## config.mk

```make
export PLATFORM = sky130hd
export DESIGN_NAME = mem_arbiter
export DESIGN_NICKNAME = d
export VERILOG_FILES = /design/src/rtl/pcpu_mem_pkg.sv /design/src/rtl/mem_arb_pick.sv /design/src/rtl/mem_arbiter.sv
export SDC_FILE = /design/constraint.sdc
export NUM_CORES = 1
export LEC_CHECK = 0
export BUFFER_PORTS_ARGS = -buffer_cell sky130_fd_sc_hd__buf_2
export CAP_MARGIN = 20
export CORE_ASPECT_RATIO = 0.6
export CORE_MARGIN = 3
export CORE_UTILIZATION = 43
export DETAILED_ROUTE_END_ITERATION = 7
export PLACE_DENSITY = 0.91
export SETUP_SLACK_MARGIN = 0.15
export SYNTH_ARGS = -nofsm -noshare
export SYNTH_HDL_FRONTEND = slang
export SYNTH_SLANG_ARGS = --single-unit
```

## constraint.sdc

```tcl
create_clock -name clk -period 2.2 [get_ports clk]
set_input_delay 0.22 -clock clk [delete_from_list [all_inputs] [get_ports clk]]
set_output_delay 0.22 -clock clk [all_outputs]
set_load 0.005 [all_outputs]
```

## src/rtl/pcpu_mem_pkg.sv

```systemverilog
// Shared definitions for the memory arbiter slice.
//   arb_state_t : arbiter sequencing states (IDLE, CMD, WAIT)
//   owner_t     : which requester owns the downstream port (NONE, FETCH, DATA)
//   OWNER_W     : encoded width of owner_t
//   STREAK_W    : width of the data-grant streak counter
//   STREAK_MAX  : saturation value of the streak counter
package pcpu_mem_pkg;

    localparam int OWNER_W  = 2;
    localparam int STREAK_W = 4;
    localparam logic [STREAK_W-1:0] STREAK_MAX = 4'd15;

    typedef enum logic [1:0] {
        IDLE = 2'd0,
        CMD  = 2'd1,
        WAIT = 2'd2
    } arb_state_t;

    typedef enum logic [OWNER_W-1:0] {
        NONE  = 2'd0,
        FETCH = 2'd1,
        DATA  = 2'd2
    } owner_t;

endpackage

```

## src/rtl/mem_arb_pick.sv

```systemverilog
// Combinational priority/fairness selector for the memory arbiter.
// Data normally wins; fetch is forced once data has been granted
// MAX_D_STREAK times in a row while fetch was waiting.
//   f_req      in  fetch request present
//   d_req      in  data request present (read or write)
//   streak     in  consecutive data grants made while fetch was pending
//   owner_next out requester that would be granted now (NONE if no request)
import pcpu_mem_pkg::*;

module mem_arb_pick #(
    parameter int MAX_D_STREAK = 4
) (
    input  logic                f_req,
    input  logic                d_req,
    input  logic [STREAK_W-1:0] streak,
    output owner_t              owner_next
);

    localparam logic [STREAK_W-1:0] STREAK_LIMIT = STREAK_W'(MAX_D_STREAK);

    always_comb begin
        owner_next = NONE;
        if (f_req && (!d_req || streak >= STREAK_LIMIT)) begin
            owner_next = FETCH;
        end else if (d_req) begin
            owner_next = DATA;
        end
    end

endmodule

```

## src/rtl/mem_arbiter.sv

```systemverilog
// Two-port arbiter in front of the RAM controller. The fetch port (reads)
// and the data port (loads/stores) each see the controller's own
// cmd/cack/data_ready/busy handshake. One transaction is outstanding at a
// time; data has priority, with a streak counter guaranteeing fetch progress.
//   clk, rst (async, active-low)
//   f_read/f_addr       -> f_cack, f_data_ready, f_busy, f_data[31:0]
//   d_read/d_write/d_addr/d_wdata -> d_cack, d_data_ready, d_busy, d_data[15:0]
//   mem_read/mem_write/mem_addr/mem_wdata (registered command to controller)
//   mem_cack, mem_data_ready, mem_busy, mem_rdata[31:0] (controller responses)
import pcpu_mem_pkg::*;

module mem_arbiter #(
    parameter int ADDR_W       = 16,
    parameter int MAX_D_STREAK = 4
) (
    input  logic              clk,
    input  logic              rst,
    input  logic              f_read,
    input  logic [ADDR_W-1:0] f_addr,
    output logic              f_cack,
    output logic              f_data_ready,
    output logic              f_busy,
    output logic [31:0]       f_data,
    input  logic              d_read,
    input  logic              d_write,
    input  logic [ADDR_W-1:0] d_addr,
    input  logic [15:0]       d_wdata,
    output logic              d_cack,
    output logic              d_data_ready,
    output logic              d_busy,
    output logic [15:0]       d_data,
    output logic              mem_read,
    output logic              mem_write,
    output logic [ADDR_W-1:0] mem_addr,
    output logic [15:0]       mem_wdata,
    input  logic              mem_cack,
    input  logic              mem_data_ready,
    input  logic              mem_busy,
    input  logic [31:0]       mem_rdata
);

    arb_state_t          state, state_nx;
    owner_t              owner, owner_nx, pick_owner;
    logic [STREAK_W-1:0] streak, streak_nx;
    logic                read_nx, write_nx;
    logic [ADDR_W-1:0]   addr_nx;
    logic [15:0]         wdata_nx;
    logic                d_req;
    logic                owner_req;

    assign d_req = d_read | d_write;

    mem_arb_pick #(
        .MAX_D_STREAK(MAX_D_STREAK)
    ) u_pick (
        .f_req     (f_read),
        .d_req     (d_req),
        .streak    (streak),
        .owner_next(pick_owner)
    );

    // Whether the current owner is still asking; a withdrawal in CMD cancels.
    always_comb begin
        owner_req = 1'b0;
        case (owner)
            FETCH:   owner_req = f_read;
            DATA:    owner_req = d_req;
            default: owner_req = 1'b0;
        endcase
    end

    // Next-state logic; the downstream command is registered so it rises
    // one cycle after the request is sampled in IDLE.
    always_comb begin
        state_nx  = state;
        owner_nx  = owner;
        streak_nx = streak;
        read_nx   = mem_read;
        write_nx  = mem_write;
        addr_nx   = mem_addr;
        wdata_nx  = mem_wdata;
        case (state)
            IDLE: begin
                if (!mem_busy && pick_owner != NONE) begin
                    state_nx = CMD;
                    owner_nx = pick_owner;
                    if (pick_owner == FETCH) begin
                        read_nx   = 1'b1;
                        write_nx  = 1'b0;
                        addr_nx   = f_addr;
                        wdata_nx  = '0;
                        streak_nx = '0;
                    end else begin
                        read_nx  = d_read;
                        write_nx = d_write;
                        addr_nx  = d_addr;
                        wdata_nx = d_wdata;
                        // Only grants that made fetch wait count toward the streak.
                        if (f_read && streak != STREAK_MAX) begin
                            streak_nx = streak + STREAK_W'(1);
                        end
                    end
                end
            end
            CMD: begin
                // Acceptance wins over a same-cycle withdrawal.
                if (mem_cack) begin
                    state_nx = WAIT;
                    read_nx  = 1'b0;
                    write_nx = 1'b0;
                end else if (!owner_req) begin
                    state_nx = IDLE;
                    owner_nx = NONE;
                    read_nx  = 1'b0;
                    write_nx = 1'b0;
                end
            end
            WAIT: begin
                if (mem_data_ready) begin
                    state_nx = IDLE;
                    owner_nx = NONE;
                end
            end
            default: begin
                state_nx = IDLE;
                owner_nx = NONE;
                read_nx  = 1'b0;
                write_nx = 1'b0;
            end
        endcase
    end

    // State, owner, streak and registered command outputs.
    always_ff @(posedge clk or negedge rst) begin
        if (!rst) begin
            state     <= IDLE;
            owner     <= NONE;
            streak    <= '0;
            mem_read  <= 1'b0;
            mem_write <= 1'b0;
            mem_addr  <= '0;
            mem_wdata <= '0;
        end else begin
            state     <= state_nx;
            owner     <= owner_nx;
            streak    <= streak_nx;
            mem_read  <= read_nx;
            mem_write <= write_nx;
            mem_addr  <= addr_nx;
            mem_wdata <= wdata_nx;
        end
    end

    // Handshake responses are steered combinationally to the owner only;
    // pulses arriving in IDLE belong to no one and are dropped.
    assign f_cack       = (state == CMD)  && (owner == FETCH) && mem_cack;
    assign d_cack       = (state == CMD)  && (owner == DATA)  && mem_cack;
    assign f_data_ready = (state == WAIT) && (owner == FETCH) && mem_data_ready;
    assign d_data_ready = (state == WAIT) && (owner == DATA)  && mem_data_ready;
    assign f_data       = (owner == FETCH) ? mem_rdata : '0;
    assign d_data       = (owner == DATA)  ? mem_rdata[15:0] : '0;
    assign f_busy       = mem_busy | ((state != IDLE) && (owner != FETCH));
    assign d_busy       = mem_busy | ((state != IDLE) && (owner != DATA));

endmodule

```

==> results of run 1 <==
## layout make-up
type / count / area [um2] / share of cell area, %
multi-input cells: 159 / 1140 / 34.5
clock inverters: 2 / 12.5 / 0.379
inverters: 4 / 15.0 / 0.455
well taps: 63 / 78.8 / 2.39
clock buffers: 6 / 82.6 / 2.50
repair buffers: 181 / 921 / 27.9
flip-flops and latches: 42 / 1050 / 31.9
## flip-flops by register name, summed over array words and instances (netlist names)
signal / flops
mem_addr: 16
mem_write: 1
owner: 2
mem_read: 1
state: 2
mem_wdata: 16
streak: 4
## where the power goes
part | switching [mW] | internal (mW)
clock network | 0.256 | 0.252
registers | 0.212 | 1.09
logic | 0.700 | 0.760
## cells in the final DEF (no fill, tap or decap), types with 2 or more instances in the layout
| cell type | n |
|---|---|
| buf_2 | 175 |
| a21o_1 | 3 |
| mux2i_1 | 16 |
| nor2_1 | 4 |
| o21ai_2 | 10 |
| buf_4 | 6 |
| a21oi_1 | 2 |
| o21ai_1 | 8 |
| o21bai_1 | 3 |
| o31ai_4 | 2 |
| a22o_1 | 16 |
| dfrtp_1 | 42 |
| clkbuf_8 | 6 |
| and2_1 | 52 |
| nand2_1 | 21 |
| ha_1 | 3 |
| nor3b_1 | 3 |
| inv_1 | 4 |
| o31ai_1 | 2 |
## metal layers
layer  up-vias  track usage, %  wire, um
met1      1027            24.1      2560
met4         0            3.36        31
li1       1106               -         -
met2       107            37.2      3250
met3         4            5.91       638
met5         -               0         0
## critical path, delay by kind of cell, from the launching register on
kind	cells	cell delay, ns
buffers and inverters	3	0.44
DFF	1	0.41
and+or+nand+nor	1	0.26
adders and majority gates	1	0.15
## how the worst min path moves through the flow
stage	start	endpoint	slack (ns)	cells after the start
global placement	rst	mem_wdata[13]$_DFFE_PN0P_	0.40	1
finish	rst	mem_wdata[1]$_DFFE_PN0P_	0.06	1
floorplan	rst	mem_addr[0]$_DFFE_PN0P_	-0.08	0
detailed placement	rst	mem_wdata[1]$_DFFE_PN0P_	0.39	1
global route	rst	mem_wdata[0]$_DFFE_PN0P_	0.13	1
CTS	rst	mem_wdata[1]$_DFFE_PN0P_	0.08	1
## logic make-up (layout without fill, tap and decap cells)
family,after synthesis,after routing,share of synthesized area [%]
simple gates,86,86,21.2
compound gates,54,54,19.7
flops,42,42,45.8
buf+inv,19,193,4.69
mux,16,16,6.98
fa+ha+maj,3,3,1.64
==> out/qor.csv, run 1 <==
stage,metric,value,unit
status,status,"finished, final reports clean",
clocking,numCtsBuffers,5,
detailed_routing,post_drt_wl_per_cell,14.2,um
grt,grt_remaining_overflow,0,
critical_path,r2r_start,state[1]$_DFFE_PN0P_,
critical_path,critPathCaptureType,output pin,
layout,fillCellCount,411,
clocking,cts_setup_buffers,0,
placed_design,placed_area,0.00320,mm2
synth,synth_nets,311,
critical_path,path_cells,inv_1 -> ha_1 -> buf_4 -> nor3b_1 -> buf_2,
floorplanning,die_x,100,um
sta,finalSetupViolCount,0,
critical_path,worstSetupPathType,reg2out,
worst_hold_path,holdCritPathClass,in2async,
grt,grt_pass1_vias,2201,
critical_path,reg2reg_depth,4,
clocking,hold_buffers,0,
critical_path,worstPathMaxFanout,22,
grt,antenna_found_initial,0,
detailed_routing,drt_first_pass_iters,4,
critical_path,cp.arrival,1.54,ns
pwr,finalPower,3.27,mW
sta,max_freq,568,MHz
sta,relSlewSlack,38.9,%
layout,n_antenna_cell,0,
floorplanning,io_pins,176,
synth,ys_warn_count,0,
placed_design,dpl.hpwl,5.22,mm
critical_path,crit_slowest_cell,dfrtp_1,
synth,yosysUniqueCellTypes,34,
synth,netlist_instances,220,
clocking,clk_pin_slew,0.08,ns
layout,utilization,68.0,%
critical_path,cp-startpoint,owner[1]$_DFFE_PN0P_,
grt,grt_usage,20.4,%
clocking,cts_resized,0,
critical_path,cp-start-kind,register,
synth,synth_top_cells_by_count,"52 x and2_1, 42 x dfrtp_1, 21 x nand2_1",
sta,fin_tns_setup,0,ns
detailed_routing,via_per_inst,4.91,
pwr,p_leak,1.94,nW
critical_path,max_stage_delay,0.41,ns
clocking,clk_latency,0.29,ns
floorplanning,initial_core_util,47.3,%
floorplanning,core.rowCount,19,
floorplanning,coreArea,0.00485,mm2
synth,synth-main-ff-cell,dfrtp_1,
grt,grt_start_max_net_pins,43,
synth,synth_edf_count,0,
layout,syn2layout_area_growth,43.7,%
synth,synth_area,0.00230,mm2
sta,period_minus_slack,1.76,ns
floorplanning,fp.dieH,62.6,um
pwr,vdd_ir_drop_max,0.570,mV
detailed_routing,ant_nets,0,
clocking,cts_tree,yes,
placed_design,io_buffers,175,
synth,synthArstFlopShare,100,%
run,max-cap-violations,0,
clocking,h-tree-depth,2,
synth,synth_top_cell_by_area,dfrtp_1,
placed_design,gp_congestion,0.780,
sta,final-hold-violation-count,0,
detailed_routing,drtIter0Drc,99,
critical_path,rrSetupSlack,0.50,ns
floorplanning,die_area,0.00628,mm2
sta,worst_slack,0.439,ns
synth,synth_top_area_share,45.8,%
layout,design_area,0.00330,mm2
pwr,power.density,991,mW/mm2
clocking,clk_path_buf_depth,2,
grt,grt_pass1_wl,10.5,mm
sta,drv_slew,0,
sta,holdWs,0.0611,ns
detailed_routing,num_vias,2244,
clocking,cts_root_buf,clkbuf_8,
synth,synth.most_common_cell,and2_1,
detailed_routing,drt-total-wl,6.48,mm
synth,ys_seq_area_share,45.8,%
sta,skew,0.00636,ns
layout,final_cells,457,
sta,rsz0062_at_grt,no,
placed_design,pre_cts_ws,0.509,ns
synth,synth-seq-cells,42,
synth,synth_area_leaders,"dfrtp_1 46%, and2_1 14%, mux2i_1 7.0%",
sta,layout_worst_path_cycle_share,80.0,%
critical_path,r2r_end,mem_wdata[7]$_DFFE_PN0P_,
critical_path,crit_required,1.98,ns
synth,avgSynthCellArea,10.4,um2
layout,layout-drive-gt1-share,51.8,%
sta,worst_slew_pin_slew,0.917,ns
placed_design,dp_cells,449,
detailed_routing,drc,0,
layout,fin_nets,484,
clocking,cts_sinks,42,
critical_path,crit_end,f_data_ready,
Note: power is estimated with default switching activity, not from simulation.
==> run 2: changes to the inputs <==
--- a/config.mk
+++ b/config.mk
@@ -5,13 +5,14 @@
 export SDC_FILE = /design/constraint.sdc
 export NUM_CORES = 1
 export LEC_CHECK = 0
+export ABC_AREA = 1
 export BUFFER_PORTS_ARGS = -buffer_cell sky130_fd_sc_hd__buf_2
 export CAP_MARGIN = 20
 export CORE_ASPECT_RATIO = 0.6
 export CORE_MARGIN = 3
-export CORE_UTILIZATION = 43
+export CORE_UTILIZATION = 41
 export DETAILED_ROUTE_END_ITERATION = 7
-export PLACE_DENSITY = 0.91
+export PLACE_DENSITY = 0.86
 export SETUP_SLACK_MARGIN = 0.15
 export SYNTH_ARGS = -nofsm -noshare
 export SYNTH_HDL_FRONTEND = slang
==> constraint.sdc (replaced) <==
create_clock -name clk -period 1.7 [get_ports clk]
set_input_delay 0.17 -clock clk [delete_from_list [all_inputs] [get_ports clk]]
set_output_delay 0.17 -clock clk [all_outputs]
set_load 0.005 [all_outputs]
==> run 2 against run 1 <==
  * Critical path depth up 1
  * Design area increased by 9.4%
  * First-iteration DRC count grew 130%
  * Sequential share of layout area decreased by 2.7 points
==> out/qor.csv, run 2 <==
stage,metric,value,unit
sta,finalSetupViolCount,0,
detailed_routing,drtIter0Drc,228,
synth,ys_seq_area_share,43.1,%
synth,synth_nets,436,
clocking,numCtsBuffers,5,
pwr,pwr-share-seq,37.8,%
status,status,"finished, final reports clean",
critical_path,path_cells,buf_4 -> ha_4 -> buf_12 -> nand2_2 -> inv_1 -> buf_2,
synth,synth_edf_count,0,
critical_path,cp.arrival,1.37,ns
synth,yosysUniqueCellTypes,23,
synth,netlist_instances,345,
grt,grt_pass1_vias,2649,
detailed_routing,drt-total-wl,7.59,mm
synth,synth.most_common_cell,nand2_1,
sta,worst_slew_pin_slew,0.570,ns
clocking,cts_tree,yes,
synth,synth_top_cell_by_area,dfrtp_1,
synth,synthArstFlopShare,100,%
grt,grt_pass1_wl,12.1,mm
placed_design,io_buffers,175,
floorplanning,core.rowCount,21,
sta,period_minus_slack,1.54,ns
synth,avgSynthCellArea,7.07,um2
worst_hold_path,holdCritPathClass,in2reg,
critical_path,critPathCaptureType,output pin,
critical_path,cp-start-kind,register,
pwr,p_leak,2.44,nW
critical_path,worstPathMaxFanout,16,
clocking,cts_root_buf,clkbuf_8,
pwr,comb_power_share,43.4,%
detailed_routing,ant_nets,0,
sta,max_freq,649,MHz
clocking,clk_path_buf_depth,2,
layout,syn2layout_area_growth,47.9,%
pwr,vdd_ir_drop_max,0.663,mV
grt,antenna_found_initial,0,
layout,fillCellCount,476,
layout,fin_nets,610,
placed_design,dpl.hpwl,5.86,mm
floorplanning,initial_core_util,43.2,%
layout,regArea,0.00105,mm2
synth,ys_warn_count,0,
pwr,finalPower,4.22,mW
layout,largest_registers,"mem_addr x16, mem_wdata x16, streak x4",
synth,synth_area_leaders,"dfrtp_1 43%, nand2_1 18%, nand3_1 11%",
synth,synth-seq-cells,42,
critical_path,crit_required,1.53,ns
pwr,power.density,1170,mW/mm2
detailed_routing,post_drt_wl_per_cell,12.6,um
synth,synth_top_area_share,43.1,%
critical_path,worstSetupPathType,reg2out,
pwr,intPower,2.65,mW
floorplanning,die_x,106,um
clocking,clk_latency,0.29,ns
clocking,clk_pin_slew,0.09,ns
synth,synth-main-ff-cell,dfrtp_1,
detailed_routing,via_per_inst,4.76,
pwr,p_clk_share,18.8,%
floorplanning,fp.dieH,65.7,um
placed_design,gp_congestion,0.878,
pwr,switching_power,1.57,mW
detailed_routing,num_vias,2854,
grt,grt_remaining_overflow,0,
sta,final-hold-violation-count,0,
sta,rsz0062_at_grt,yes,
floorplanning,die_area,0.00694,mm2
grt,grt_start_max_net_pins,34,
floorplanning,coreArea,0.00565,mm2
detailed_routing,drt_first_pass_iters,5,
pwr,sw_frac_of_total,37.3,%
layout,n_antenna_cell,0,
synth,synth_area,0.00244,mm2
detailed_routing,drc,0,
layout,utilization,63.9,%
sta,layout_worst_path_cycle_share,90.7,%
sta,drv_slew,0,
critical_path,max_stage_delay,0.39,ns
clocking,h-tree-depth,2,
layout,most-common-layout-cells,"175 x buf_2, 115 x nand2_1, 63 x inv_1",
clocking,cts_sinks,42,
layout,final_common_cell,buf_2,
critical_path,crit_slowest_cell,dfrtp_1,
layout,layout-drive-gt1-share,40.4,%
layout,multiInputGateArea,0.00105,mm2
floorplanning,io_pins,176,
sta,relSlewSlack,61.9,%
run,max-cap-violations,0,
sta,fin_tns_setup,0,ns
synth,synth_top_cells_by_count,"116 x nand2_1, 64 x inv_1, 53 x nand3_1",
sta,skew,0.00939,ns
grt,grt_usage,21.3,%
## run 2: final cells by class
| cell class | instances | share of cell area [%] |
|---|---|---|
| inverter | 66 | 6.94 |
| sequential | 42 | 29.2 |
| clock buffer | 5 | 1.91 |
| clock inverter | 3 | 1.21 |
| multi-input combinational | 217 | 29.1 |
| tap | 80 | 2.77 |
| timing repair buffer | 187 | 28.9 |
## run 2: logic make-up (layout without fill, tap and decap cells)
group	count (synthesis)	in the layout	share of synthesized area, %
AOI/OAI and AO/OA	12	12	2.67
and+or+nand+nor	202	202	37.4
DFF	42	42	43.1
adders and majority gates	3	3	1.54
buffers and inverters	86	261	15.3
## run 2: what timing repair did
action / in CTS / in global routing
endpoints found under the setup margin: 50 / 68
cloned: 1 / 0
pin swaps: 0 / 1
hold buffers: 1 / 0
hold endpoints to repair: 21 / 0
buffers inserted: 1 / 0
gates resized for setup: 8 / 7
## run 2: final timing paths
kind | start | end | slack (ns) | cells after the start
setup / recovery | owner[1]$_DFFE_PN0P_ | d_data[10] | 0.16 | 6
min in group asynchronous | rst | mem_addr[2]$_DFFE_PN0P_ | 0.39 | 2
hold / removal | d_wdata[0] | mem_wdata[0]$_DFFE_PN0P_ | 0.09 | 3
max in group asynchronous | rst | mem_wdata[10]$_DFFE_PN0P_ | 0.82 | 3
setup reg to reg | state[1]$_DFFE_PN0P_ | mem_addr[5]$_DFFE_PN0P_ | 0.30 | 6
hold reg to reg | mem_read$_DFFE_PN0P_ | mem_read$_DFFE_PN0P_ | 0.47 | 2
## run 2: layer usage
layer	routed length (um)	track usage (%)	vias to the layer above
met5	0	0	-
met4	30	4.36	0
met3	663	5.99	4
met2	3610	35.0	141
met1	3280	28.5	1300
li1	-	-	1409
## run 2: critical path: cells and delay by family, from the launching register on
kind                     cells  cell delay (ns)
adder cells (fa/ha/maj)      1             0.17
buffers and inverters        4             0.45
flip-flops                   1             0.39
AND/OR/NAND/NOR              1             0.07
## run 2: power by group through the flow
stage / registers (mW) / logic (mW) / clock network [mW]
global route: 1.64 / 2.07 / 0.852
detailed placement: 1.59 / 1.75 / 0
finish: 1.60 / 1.83 / 0.796
CTS: 1.59 / 1.83 / 0.809
global placement: 1.60 / 1.67 / 0
floorplan: 1.61 / 0.903 / 0
## run 2: metrics by stage
step / area, um2 / worst slack, ns / hold WS, ns / instances
after floorplan: 2440 / 0.354 / -0.126 / 345
after global placement: 3400 / 0.346 / 0.171 / 589
after detailed placement: 3400 / 0.274 / 0.185 / 589
after CTS: 3590 / 0.147 / 0.0899 / 600
after global routing: 3610 / 0.102 / 0.0867 / 600
final: 3610 / 0.158 / 0.0925 / 600
